<file path="config.mk">
export PLATFORM = sky130hd
export DESIGN_NAME = exc_commit_unit
export DESIGN_NICKNAME = d
export VERILOG_FILES = /design/src/rtl/exc_commit_unit.sv
export SDC_FILE = /design/constraint.sdc
export NUM_CORES = 1
export LEC_CHECK = 0
export ABC_AREA = 1
export CAP_MARGIN = 30
export CELL_PAD_IN_SITES_DETAIL_PLACEMENT = 0
export CELL_PAD_IN_SITES_GLOBAL_PLACEMENT = 1
export CORE_ASPECT_RATIO = 1.25
export CORE_MARGIN = 4
export CORE_UTILIZATION = 24
export CTS_BUF_LIST = sky130_fd_sc_hd__clkbuf_4
export DETAILED_ROUTE_END_ITERATION = 7
export PLACE_DENSITY = 0.84
export SLEW_MARGIN = 20
export SYNTH_ARGS = -nofsm -noshare
export SYNTH_HDL_FRONTEND = slang
export SYNTH_SLANG_ARGS = --single-unit
export TNS_END_PERCENT = 5
</file>
<file path="constraint.sdc">
create_clock -name clk -period 1.17 [get_ports clk]
set_input_delay 0.1755 -clock clk [delete_from_list [all_inputs] [get_ports clk]]
set_output_delay 0.1755 -clock clk [all_outputs]
set_load 0.05 [all_outputs]
</file>
<file path="src/rtl/exc_commit_unit.sv">
// WB-stage exception/interrupt committer: prioritises exceptions, issues one-cycle CSR pulses and
// holds flush until the CSR redirect (exlike) is seen. Optional EXC_STAT_CNT_EN adds exc/int counters.
module exc_commit_unit #(
    parameter int FLUSH_LAT = 2
) (
    input  logic        clk,
    input  logic        reset,
    input  logic        wb_valid,
    output logic        wb_ready,
    input  logic [31:0] wb_pc,
    input  logic [31:0] wb_vaddr,
    input  logic [14:0] wb_exc,
    input  logic        wb_priv,
    input  logic        wb_ertn,
    input  logic        wb_refetch,
    input  logic [1:0]  plv,
    input  logic        ie,
    input  logic [11:0] lie,
    input  logic [11:0] is,
    input  logic        exlike,
    output logic        wb_commit,
    output logic        is_exc,
    output logic        is_ertn,
    output logic        is_fetch_again,
    output logic [5:0]  excode,
    output logic [8:0]  esubcode,
    output logic [31:0] badvaddr,
    output logic [31:0] csr_pc,
    output logic        flush
`ifdef EXC_STAT_CNT_EN
    ,
    output logic [31:0] exc_cnt,
    output logic [31:0] int_cnt
`endif
);

    localparam int CW = $clog2(FLUSH_LAT + 1);
    localparam logic [CW-1:0] CNT_INIT = CW'(FLUSH_LAT);

    localparam logic [5:0] ECODE_INT  = 6'h00;
    localparam logic [5:0] ECODE_PIL  = 6'h01;
    localparam logic [5:0] ECODE_PIS  = 6'h02;
    localparam logic [5:0] ECODE_PIF  = 6'h03;
    localparam logic [5:0] ECODE_PME  = 6'h04;
    localparam logic [5:0] ECODE_PPI  = 6'h07;
    localparam logic [5:0] ECODE_ADE  = 6'h08;
    localparam logic [5:0] ECODE_ALE  = 6'h09;
    localparam logic [5:0] ECODE_SYS  = 6'h0B;
    localparam logic [5:0] ECODE_BRK  = 6'h0C;
    localparam logic [5:0] ECODE_INE  = 6'h0D;
    localparam logic [5:0] ECODE_IPE  = 6'h0E;
    localparam logic [5:0] ECODE_TLBR = 6'h3F;

    typedef enum logic {S_IDLE, S_FLUSH} state_e;

    state_e        state_q, state_d;
    logic [CW-1:0] cnt_q, cnt_d;
    logic          seen_q, seen_d;
    logic          int_q, int_d;
    logic          wb_ready_q, wb_ready_d;
    logic          flush_q, flush_d;
    logic          wb_commit_q, wb_commit_d;
    logic          is_exc_q, is_exc_d;
    logic          is_ertn_q, is_ertn_d;
    logic          is_fa_q, is_fa_d;
    logic [5:0]    excode_q, excode_d;
    logic [8:0]    esubcode_q, esubcode_d;
    logic [31:0]   badvaddr_q, badvaddr_d;
    logic [31:0]   csr_pc_q, csr_pc_d;

    logic          ipe;
    logic          exc_any;
    logic          pulse;
    logic [5:0]    exc_code;
    logic [8:0]    exc_sub;
    logic [31:0]   exc_bva;
    logic          unused_rsvd;

    assign unused_rsvd = wb_exc[14];

    // Highest-priority cause wins; fetch-side faults report the PC, memory-side faults the vaddr.
    always_comb begin
        ipe      = wb_priv & (plv != 2'd0);
        exc_any  = 1'b1;
        exc_code = '0;
        exc_sub  = '0;
        exc_bva  = '0;
        if (int_q)            exc_code = ECODE_INT;
        else if (wb_exc[0])  begin exc_code = ECODE_ADE;  exc_bva = wb_pc;    end
        else if (wb_exc[1])  begin exc_code = ECODE_TLBR; exc_bva = wb_pc;    end
        else if (wb_exc[2])  begin exc_code = ECODE_PIF;  exc_bva = wb_pc;    end
        else if (wb_exc[3])  begin exc_code = ECODE_PPI;  exc_bva = wb_pc;    end
        else if (wb_exc[4])   exc_code = ECODE_INE;
        else if (ipe)         exc_code = ECODE_IPE;
        else if (wb_exc[5])   exc_code = ECODE_SYS;
        else if (wb_exc[6])   exc_code = ECODE_BRK;
        else if (wb_exc[7])  begin exc_code = ECODE_ADE;  exc_sub = 9'd1; exc_bva = wb_vaddr; end
        else if (wb_exc[8])  begin exc_code = ECODE_ALE;  exc_bva = wb_vaddr; end
        else if (wb_exc[9])  begin exc_code = ECODE_TLBR; exc_bva = wb_vaddr; end
        else if (wb_exc[10]) begin exc_code = ECODE_PIL;  exc_bva = wb_vaddr; end
        else if (wb_exc[11]) begin exc_code = ECODE_PIS;  exc_bva = wb_vaddr; end
        else if (wb_exc[12]) begin exc_code = ECODE_PME;  exc_bva = wb_vaddr; end
        else if (wb_exc[13]) begin exc_code = ECODE_PPI;  exc_bva = wb_vaddr; end
        else                  exc_any  = 1'b0;
    end

    always_comb begin
        state_d     = state_q;
        cnt_d       = cnt_q;
        seen_d      = seen_q;
        int_d       = ie & (|(lie & is));
        wb_ready_d  = wb_ready_q;
        flush_d     = flush_q;
        wb_commit_d = 1'b0;
        is_exc_d    = 1'b0;
        is_ertn_d   = 1'b0;
        is_fa_d     = 1'b0;
        excode_d    = '0;
        esubcode_d  = '0;
        badvaddr_d  = '0;
        csr_pc_d    = csr_pc_q;
        pulse       = 1'b0;
        case (state_q)
            S_IDLE: begin
                flush_d    = 1'b0;
                wb_ready_d = 1'b1;
                if (wb_valid && wb_ready_q) begin
                    csr_pc_d = wb_pc;
                    if (exc_any) begin
                        is_exc_d   = 1'b1;
                        excode_d   = exc_code;
                        esubcode_d = exc_sub;
                        badvaddr_d = exc_bva;
                        pulse      = 1'b1;
                    end else if (wb_ertn) begin
                        is_ertn_d = 1'b1;
                        pulse     = 1'b1;
                    end else if (wb_refetch) begin
                        is_fa_d     = 1'b1;
                        wb_commit_d = 1'b1;
                        pulse       = 1'b1;
                    end else begin
                        wb_commit_d = 1'b1;
                    end
                    if (pulse) begin
                        flush_d    = 1'b1;
                        wb_ready_d = 1'b0;
                        cnt_d      = CNT_INIT;
                        seen_d     = 1'b0;
                        state_d    = S_FLUSH;
                    end
                end
            end
            S_FLUSH: begin
                flush_d    = 1'b1;
                wb_ready_d = 1'b0;
                seen_d     = seen_q | exlike;
                if (cnt_q != '0) cnt_d = cnt_q - CW'(1);
                // The redirect may land before the minimum flush window ends; it is remembered in seen_q.
                if ((cnt_q == '0) && (seen_q || exlike)) begin
                    state_d    = S_IDLE;
                    flush_d    = 1'b0;
                    wb_ready_d = 1'b1;
                end
            end
            default: begin
                state_d    = S_IDLE;
                flush_d    = 1'b0;
                wb_ready_d = 1'b1;
            end
        endcase
    end

    always_ff @(posedge clk) begin
        if (reset) begin
            state_q     <= S_IDLE;
            cnt_q       <= '0;
            seen_q      <= 1'b0;
            int_q       <= 1'b0;
            wb_ready_q  <= 1'b1;
            flush_q     <= 1'b0;
            wb_commit_q <= 1'b0;
            is_exc_q    <= 1'b0;
            is_ertn_q   <= 1'b0;
            is_fa_q     <= 1'b0;
            excode_q    <= '0;
            esubcode_q  <= '0;
            badvaddr_q  <= '0;
            csr_pc_q    <= '0;
        end else begin
            state_q     <= state_d;
            cnt_q       <= cnt_d;
            seen_q      <= seen_d;
            int_q       <= int_d;
            wb_ready_q  <= wb_ready_d;
            flush_q     <= flush_d;
            wb_commit_q <= wb_commit_d;
            is_exc_q    <= is_exc_d;
            is_ertn_q   <= is_ertn_d;
            is_fa_q     <= is_fa_d;
            excode_q    <= excode_d;
            esubcode_q  <= esubcode_d;
            badvaddr_q  <= badvaddr_d;
            csr_pc_q    <= csr_pc_d;
        end
    end

    assign wb_ready       = wb_ready_q;
    assign flush          = flush_q;
    assign wb_commit      = wb_commit_q;
    assign is_exc         = is_exc_q;
    assign is_ertn        = is_ertn_q;
    assign is_fetch_again = is_fa_q;
    assign excode         = excode_q;
    assign esubcode       = esubcode_q;
    assign badvaddr       = badvaddr_q;
    assign csr_pc         = csr_pc_q;

`ifdef EXC_STAT_CNT_EN
    logic [31:0] exc_cnt_q, exc_cnt_d;
    logic [31:0] int_cnt_q, int_cnt_d;

    // Counted while the pulse is visible, so totals lag the pulse by one cycle.
    always_comb begin
        exc_cnt_d = exc_cnt_q;
        int_cnt_d = int_cnt_q;
        if (is_exc_q) begin
            exc_cnt_d = exc_cnt_q + 32'd1;
            if (excode_q == ECODE_INT) int_cnt_d = int_cnt_q + 32'd1;
        end
    end

    always_ff @(posedge clk) begin
        if (reset) begin
            exc_cnt_q <= '0;
            int_cnt_q <= '0;
        end else begin
            exc_cnt_q <= exc_cnt_d;
            int_cnt_q <= int_cnt_d;
        end
    end

    assign exc_cnt = exc_cnt_q;
    assign int_cnt = int_cnt_q;
`endif

endmodule

</file>
==> metrics.md, run 1 <==
| Metric | Value |
|---|---|
| Static Leak | `0.00291 uW` |
| Die X | `around 110 um` |
| Ys Warns | `0` |
| Worst min path class | `in -> reg` |
| First-pass GRT wire length | `19100 um` |
| Layout cells sized above 1 | `42.6%` |
| PortBufs | `188` |
| Initial core utilization | `24.7%` |
| Via density | `4.44` |
| Post-DP Area | `6530 um^2` |
| Post-CTS Hold Buffers | `0` |
| GRT Residual Overflow | `0` |
| CTS Buffer Depth | `2` |
| WL/cell | `between 15 and 20 um` |
| Vias in the first global route | `3946` |
| Dominant cell type by area after synthesis | `dfxtp_1` |
| Final WS setup | `-170 ps` |
| Failing checks | `setup timing` |
| PD cells | `between 1000 and 1500 nW/um^2` |
| Startpoint types | `primary input` |
| Residual DRC | `0` |
| Worst Setup End Kind | `register` |
| Setup violations, final | `80` |
| Initial DRC Count | `109` |
| Worst Skew | `12.6 ps` |
| Most frequent cells in the layout | `110 x clkdlybuf4s50_1, 82 x buf_12, 72 x nor2_1, 72 x dfxtp_2, 68 x nand2_1` |
| Die Area | `16200 um^2` |
| CTS tree | `yes` |
| Min cycle time layout | `1340 ps` |
| Core Rows | `48` |
| WL final | `12700 um` |
| Cts bufs inserted | `9` |
| Outcome | `finished with violations` |
| Seq/Total Area, Yosys | `46.8%` |
| Final Net Count | `between 700 and 800` |
| Synth Register Bits | `80` |
| Unrepaired setup endpoints after global routing | `yes` |
| Largest net degree at the start of global routing | `33` |
| First-pass iteration count of the detailed router | `6` |
| Top cells by area, synth | `dfxtp_1 47%, nor2_1 9.4%, a21oi_2 7.7%` |
| Final Hold Fails | `0` |
| Maximum clock rate | `about 0.75 GHz` |
| Design Area, Final | `6960 um^2` |
| Kind of critical path | `in -> reg` |
| GPL Wtd Cong | `0.860` |
| Syn-to-layout area delta | `103%` |
| Initial antenna violation count | `0` |
| Worst skew pair latency | `approximately 430 ps` |
| Yosys top cell area share | `46.8%` |
| Reg clk slew, reported paths | `130 ps` |
| Mean Syn Cell Area | `slightly below 8 um^2` |
| Yosys cell types | `30` |
| Clock sinks | `80` |
| Max Slew Vio Count | `0` |
| Global Route Usage Sum | `14.8%` |
| Die Height | `142 um` |
| Tcrit/Tclk final | `115%` |
| Hpwl dp | `9880 um` |
| Most common cell after layout, fill and taps aside | `clkdlybuf4s50_1` |
| Via total after detailed routing | `3738` |
| Max-Cap Viols | `0` |
| Core area | `roughly 14000 um^2` |
| Crit path DAT | `1700 ps` |
| Utilization after layout | `approximately half` |
| H-tree levels | `3` |
| Inserted Diodes | `0` |
| Cells after Synth | `435` |
| Peak supply drop | `0.508 mV` |
| CTS root buffer | `clkbuf_4` |
| Crit-path max FO | `15` |
| Antenna viol nets, final | `0` |
| Synthesized area | `3420 um^2` |
| I/O pins | `198` |
| CP Data Required Time | `1530 ps` |
-- registers in the layout, indices dropped and copies added, names as in the netlist --
name,flops
wb_commit,1
csr_pc,32
is_ertn,1
int_q,1
flush,1
is_exc,1
badvaddr,32
seen_q,1
esubcode,1
is_fetch_again,1
cnt_q,2
wb_ready,1
excode,5
-- through the flow --
step	instances	hold WS (ps)	setup TNS [ps]	total power [uW]	worst slack, ps
5_1_grt	841	239	-14560	7770	-248
3_5_place_dp	820	449	-36330	5680	-565
2_1_floorplan	442	245	-2290	4200	-49.4
6_report	841	231	-8390	7440	-170
4_1_cts	836	251	-5620	7460	-132
3_3_place_gp	820	437	-33200	5640	-485
-- critical path, cell delays in order --
cell and delay, ps:
clkdlybuf4s50_1 440, o21ai_4 170, nand2_2 100, clkinv_2 80
nand2_4 60, nor2_4 230, clkbuf_16 230, nand3_1 70
a21oi_1 130
-- area by class of cell --
cell class                      instances  area, um^2
Timing Repair Buffer                  239        3180
Clock buffer                            9        67.6
Multi-Input combinational cell        301        1600
Fill cell                            1287        6910
Sequential cell                        80        1700
Inverter                               30         114
Clock inverter                          7        78.8
Tap cell                              175         219
-- per-layer routing --
layer  GRT usage [%]  wire (um)
met1            15.1       4580
met2            27.6       6730
met3            5.50       1170
met4            4.39        205
met5               0          0
-- final timing paths --
kind | start | end | slack (ps) | depth (start not counted)
setup / recovery | plv[0] | badvaddr[24] | -170 | 9
hold / removal | wb_exc[10] | excode[1] | 230 | 6
setup reg to reg | int_q | badvaddr[6] | -140 | 7
hold reg to reg | cnt_q[0] | cnt_q[0] | 480 | 1
-- cells by family after synthesis --
group                    after synthesis  synth area share [%]
AND/OR/NAND/NOR                      212                  27.1
AO/OA/AOI/OAI                         80                  15.7
flip-flops                            80                  46.8
buffers and inverters                 61                  9.91
adder cells (fa/ha/maj)                1                 0.366
other                                  1                 0.110
-- cell usage after synthesis, drive strengths merged --
cell type	number
nand4	3
buf	26
clkbuf	5
a221oi	3
nor3	4
dfxtp	80
a31oi	1
ha	1
nand2	73
nor2	92
inv	29
nor3b	1
a21oi	38
conb	1
clkinv	1
o21ai	38
nand3	39
-- power by group --
part,switching (uW),internal [uW],leakage [uW]
Combinational,1290,1300,0.00215
Clock,1050,672,0.0000696
Sequential,182,2940,0.000686
Total,2520,4920,0.00291
-- what timing repair did --
action | in CTS | in global routing
pin swaps | 5 | 7
resized for setup | 84 | 21
setup buffers | 0 | 2
cloned | 0 | 3
endpoints found under the setup margin | 155 | 122
No activity file was read; power rests on OpenSTA's default activity.
==> run 2, diff against run 1 <==
Settings changed: CORE_MARGIN 4 to unset.
==> run 2 against run 1 <==
Effect of this change: the flow still finishes with violations (setup timing); routed wire length is 5.6% lower; die area fell by 9.2%; total power rose by 2.2%; sequential power about the same; sequential share of layout area decreased by 0.14 points; final cell count shrank 0.48%; critical path depth is 1 lower; first-iteration DRC count is 14% higher; setup slack better by 36 ps.
==> metrics.md, run 2 (synthesis gave the netlist of run 1 again) <==
| Metric | Value |
|---|---|
| First-pass iteration count of the detailed router | `4` |
| Die Height | `136 um` |
| Crit-path max FO | `6` |
| PD cells | `about 1100 nW/um^2` |
| CP most frequent cell | `nor2_4` |
| Via density | `4.40` |
| Core Rows | `48` |
| Inserted Diodes | `0` |
| Worst Setup End Kind | `register` |
| Startpoint types | `register` |
| Final Net Count | `~770` |
| Worst Skew | `between 10 and 15 ps` |
| Tcrit/Tclk final | `111%` |
| Sequential cell area | `1710 um^2` |
| CP max stage delay | `360 ps` |
| First-pass GRT wire length | `around 18000 um` |
| PnR Total Power | `between 7000 and 8000 uW` |
| GPL Wtd Cong | `0.843` |
| Max Slew Vio Count | `0` |
| Reg clk slew, reported paths | `130 ps` |
| Worst min path class | `in -> reg` |
| Final WS setup | `-134 ps` |
| Final Hold Fails | `0` |
| Pre-CTS setup slack | `-514 ps` |
| I/O pins | `198` |
| Hpwl dp | `9350 um` |
| Pint | `between 5000 and 6000 uW` |
| Vias in the first global route | `around 3700` |
| CTS Buffer Depth | `2` |
| Kind of critical path | `reg -> reg` |
| Sequential power share | `between 40% and 50%` |
| WL/cell | `14.3 um` |
| H-tree levels | `3` |
| CP Data Required Time | `1500 ps` |
| Most common cell after layout, fill and taps aside | `clkdlybuf4s50_1` |
| Antenna viol nets, final | `0` |
| Outcome | `finished with violations` |
| Cells along the critical path | `nor2_4 > nand3_2 > nor2_4 > nand2_2 > nand4_4 > buf_12 > buf_16 > a21oi_2` |
| Unrepaired setup endpoints after global routing | `yes` |
| Post-CTS Hold Buffers | `0` |
| Fillers | `1252` |
| Layout cells sized above 1 | `42.9%` |
| Maximum clock rate | `0.767 GHz` |
| Peak supply drop | `0.544 mV` |
| Initial core utilization | `24.7%` |
| Static Leak | `~0.003 uW` |
| Comb pwr share | `34.9%` |
| Most frequent cells in the layout | `111 x clkdlybuf4s50_1, 86 x buf_12, 73 x nor2_1` |
| Failing checks | `setup timing` |
| Crit path DAT | `1630 ps` |
| Initial DRC Count | `124` |
| Multi-input gate area in the final layout | `1610 um^2` |
| CTS root buffer | `clkbuf_4` |
| Clk network pwr share | `23.9%` |
| Switch share | `31.7%` |
| Via total after detailed routing | `3679` |
| Global Route Usage Sum | `16.6%` |
| Initial antenna violation count | `0` |
| PortBufs | `between 150 and 200` |
| Worst skew pair latency | `420 ps` |
| GRT Residual Overflow | `0` |
| Min cycle time layout | `1300 ps` |
| Cts bufs inserted | `9` |
| Residual DRC | `0` |
| Core area | `13900 um^2` |
| Die Area | `14700 um^2` |
| Largest net degree at the start of global routing | `33` |
| Max-Cap Viols | `0` |
| Sw Pwr | `approximately 2400 uW` |
| CTS tree | `yes` |
| WL final | `12000 um` |
| Setup violations, final | `between 40 and 50` |
| Syn-to-layout area delta | `105%` |
| Clock sinks | `80` |
| Die X | `109 um` |
| Slowest stage cell, crit path | `dfxtp_2` |
-- run 2: cell count changes in the layout (fill, tap and decap cells not counted), sizes merged --
cell	delta
bufinv	+1
clkbuf	-1
clkdlybuf4s50	+1
clkinv	+2
clkinvlp	-3
dlymetal6s2s	-1
inv	-3
-- run 2: what timing repair did --
item,CTS,global route
pin swaps,8,8
setup endpoints to repair,131,141
gates resized for setup,74,48
buffers inserted,7,0
cloned,3,0
-- run 2: layout make-up --
cell class	count	share of cell area, %
Tap cell	175	3.12
Timing Repair Buffer	236	45.7
Clock inverter	4	0.998
Sequential cell	80	24.3
Clock buffer	11	1.18
Inverter	30	1.69
Multi-Input combinational cell	301	22.9
-- run 2: per-stage QoR --
stage / cell area, um^2 / setup TNS (ps) / instances / utilization [%] / hold WS [ps]
after CTS: 6930 / -5100 / 838 / 49.9 / 267
after global routing: 7020 / -8440 / 837 / 50.6 / 269
after detailed placement: 6520 / -33840 / 814 / 47.0 / 447
after floorplan: 3470 / -2290 / 442 / - / 245
final: 7020 / -4110 / 837 / 50.6 / 311
after global placement: 6520 / -32990 / 814 / 47.0 / 440
-- run 2: layer usage --
| layer | track usage, % | wire (um) |
|---|---|---|
| met1 | 17.1 | 4490 |
| met2 | 31.0 | 6350 |
| met3 | 5.15 | 937 |
| met4 | 6.01 | 199 |
| met5 | 0 | 0 |
-- run 2: final timing paths --
path / start / end / slack, ps / depth (start not counted)
worst min register to register: cnt_q[0] / cnt_q[0] / 460 / 1
worst min-delay path: wb_vaddr[1] / badvaddr[1] / 310 / 3
worst max-delay path: int_q / badvaddr[4] / -130 / 8
worst max register to register: int_q / badvaddr[4] / -130 / 8
-- run 2: critical path: cells and delay by family (launching register included) --
family | cells | cell delay [ps]
and+or+nand+nor | 5 | 560
DFF | 1 | 360
buffers and inverters | 2 | 270
AOI/OAI and AO/OA | 1 | 30
-- run 2: power by group through the flow --
stage,logic (uW),clock network [uW],registers [uW]
floorplan,551,0,3650
finish,2650,1820,3120
global route,2800,2050,3150
detailed placement,2530,0,3150
CTS,2640,1900,3120
global placement,2510,0,3150
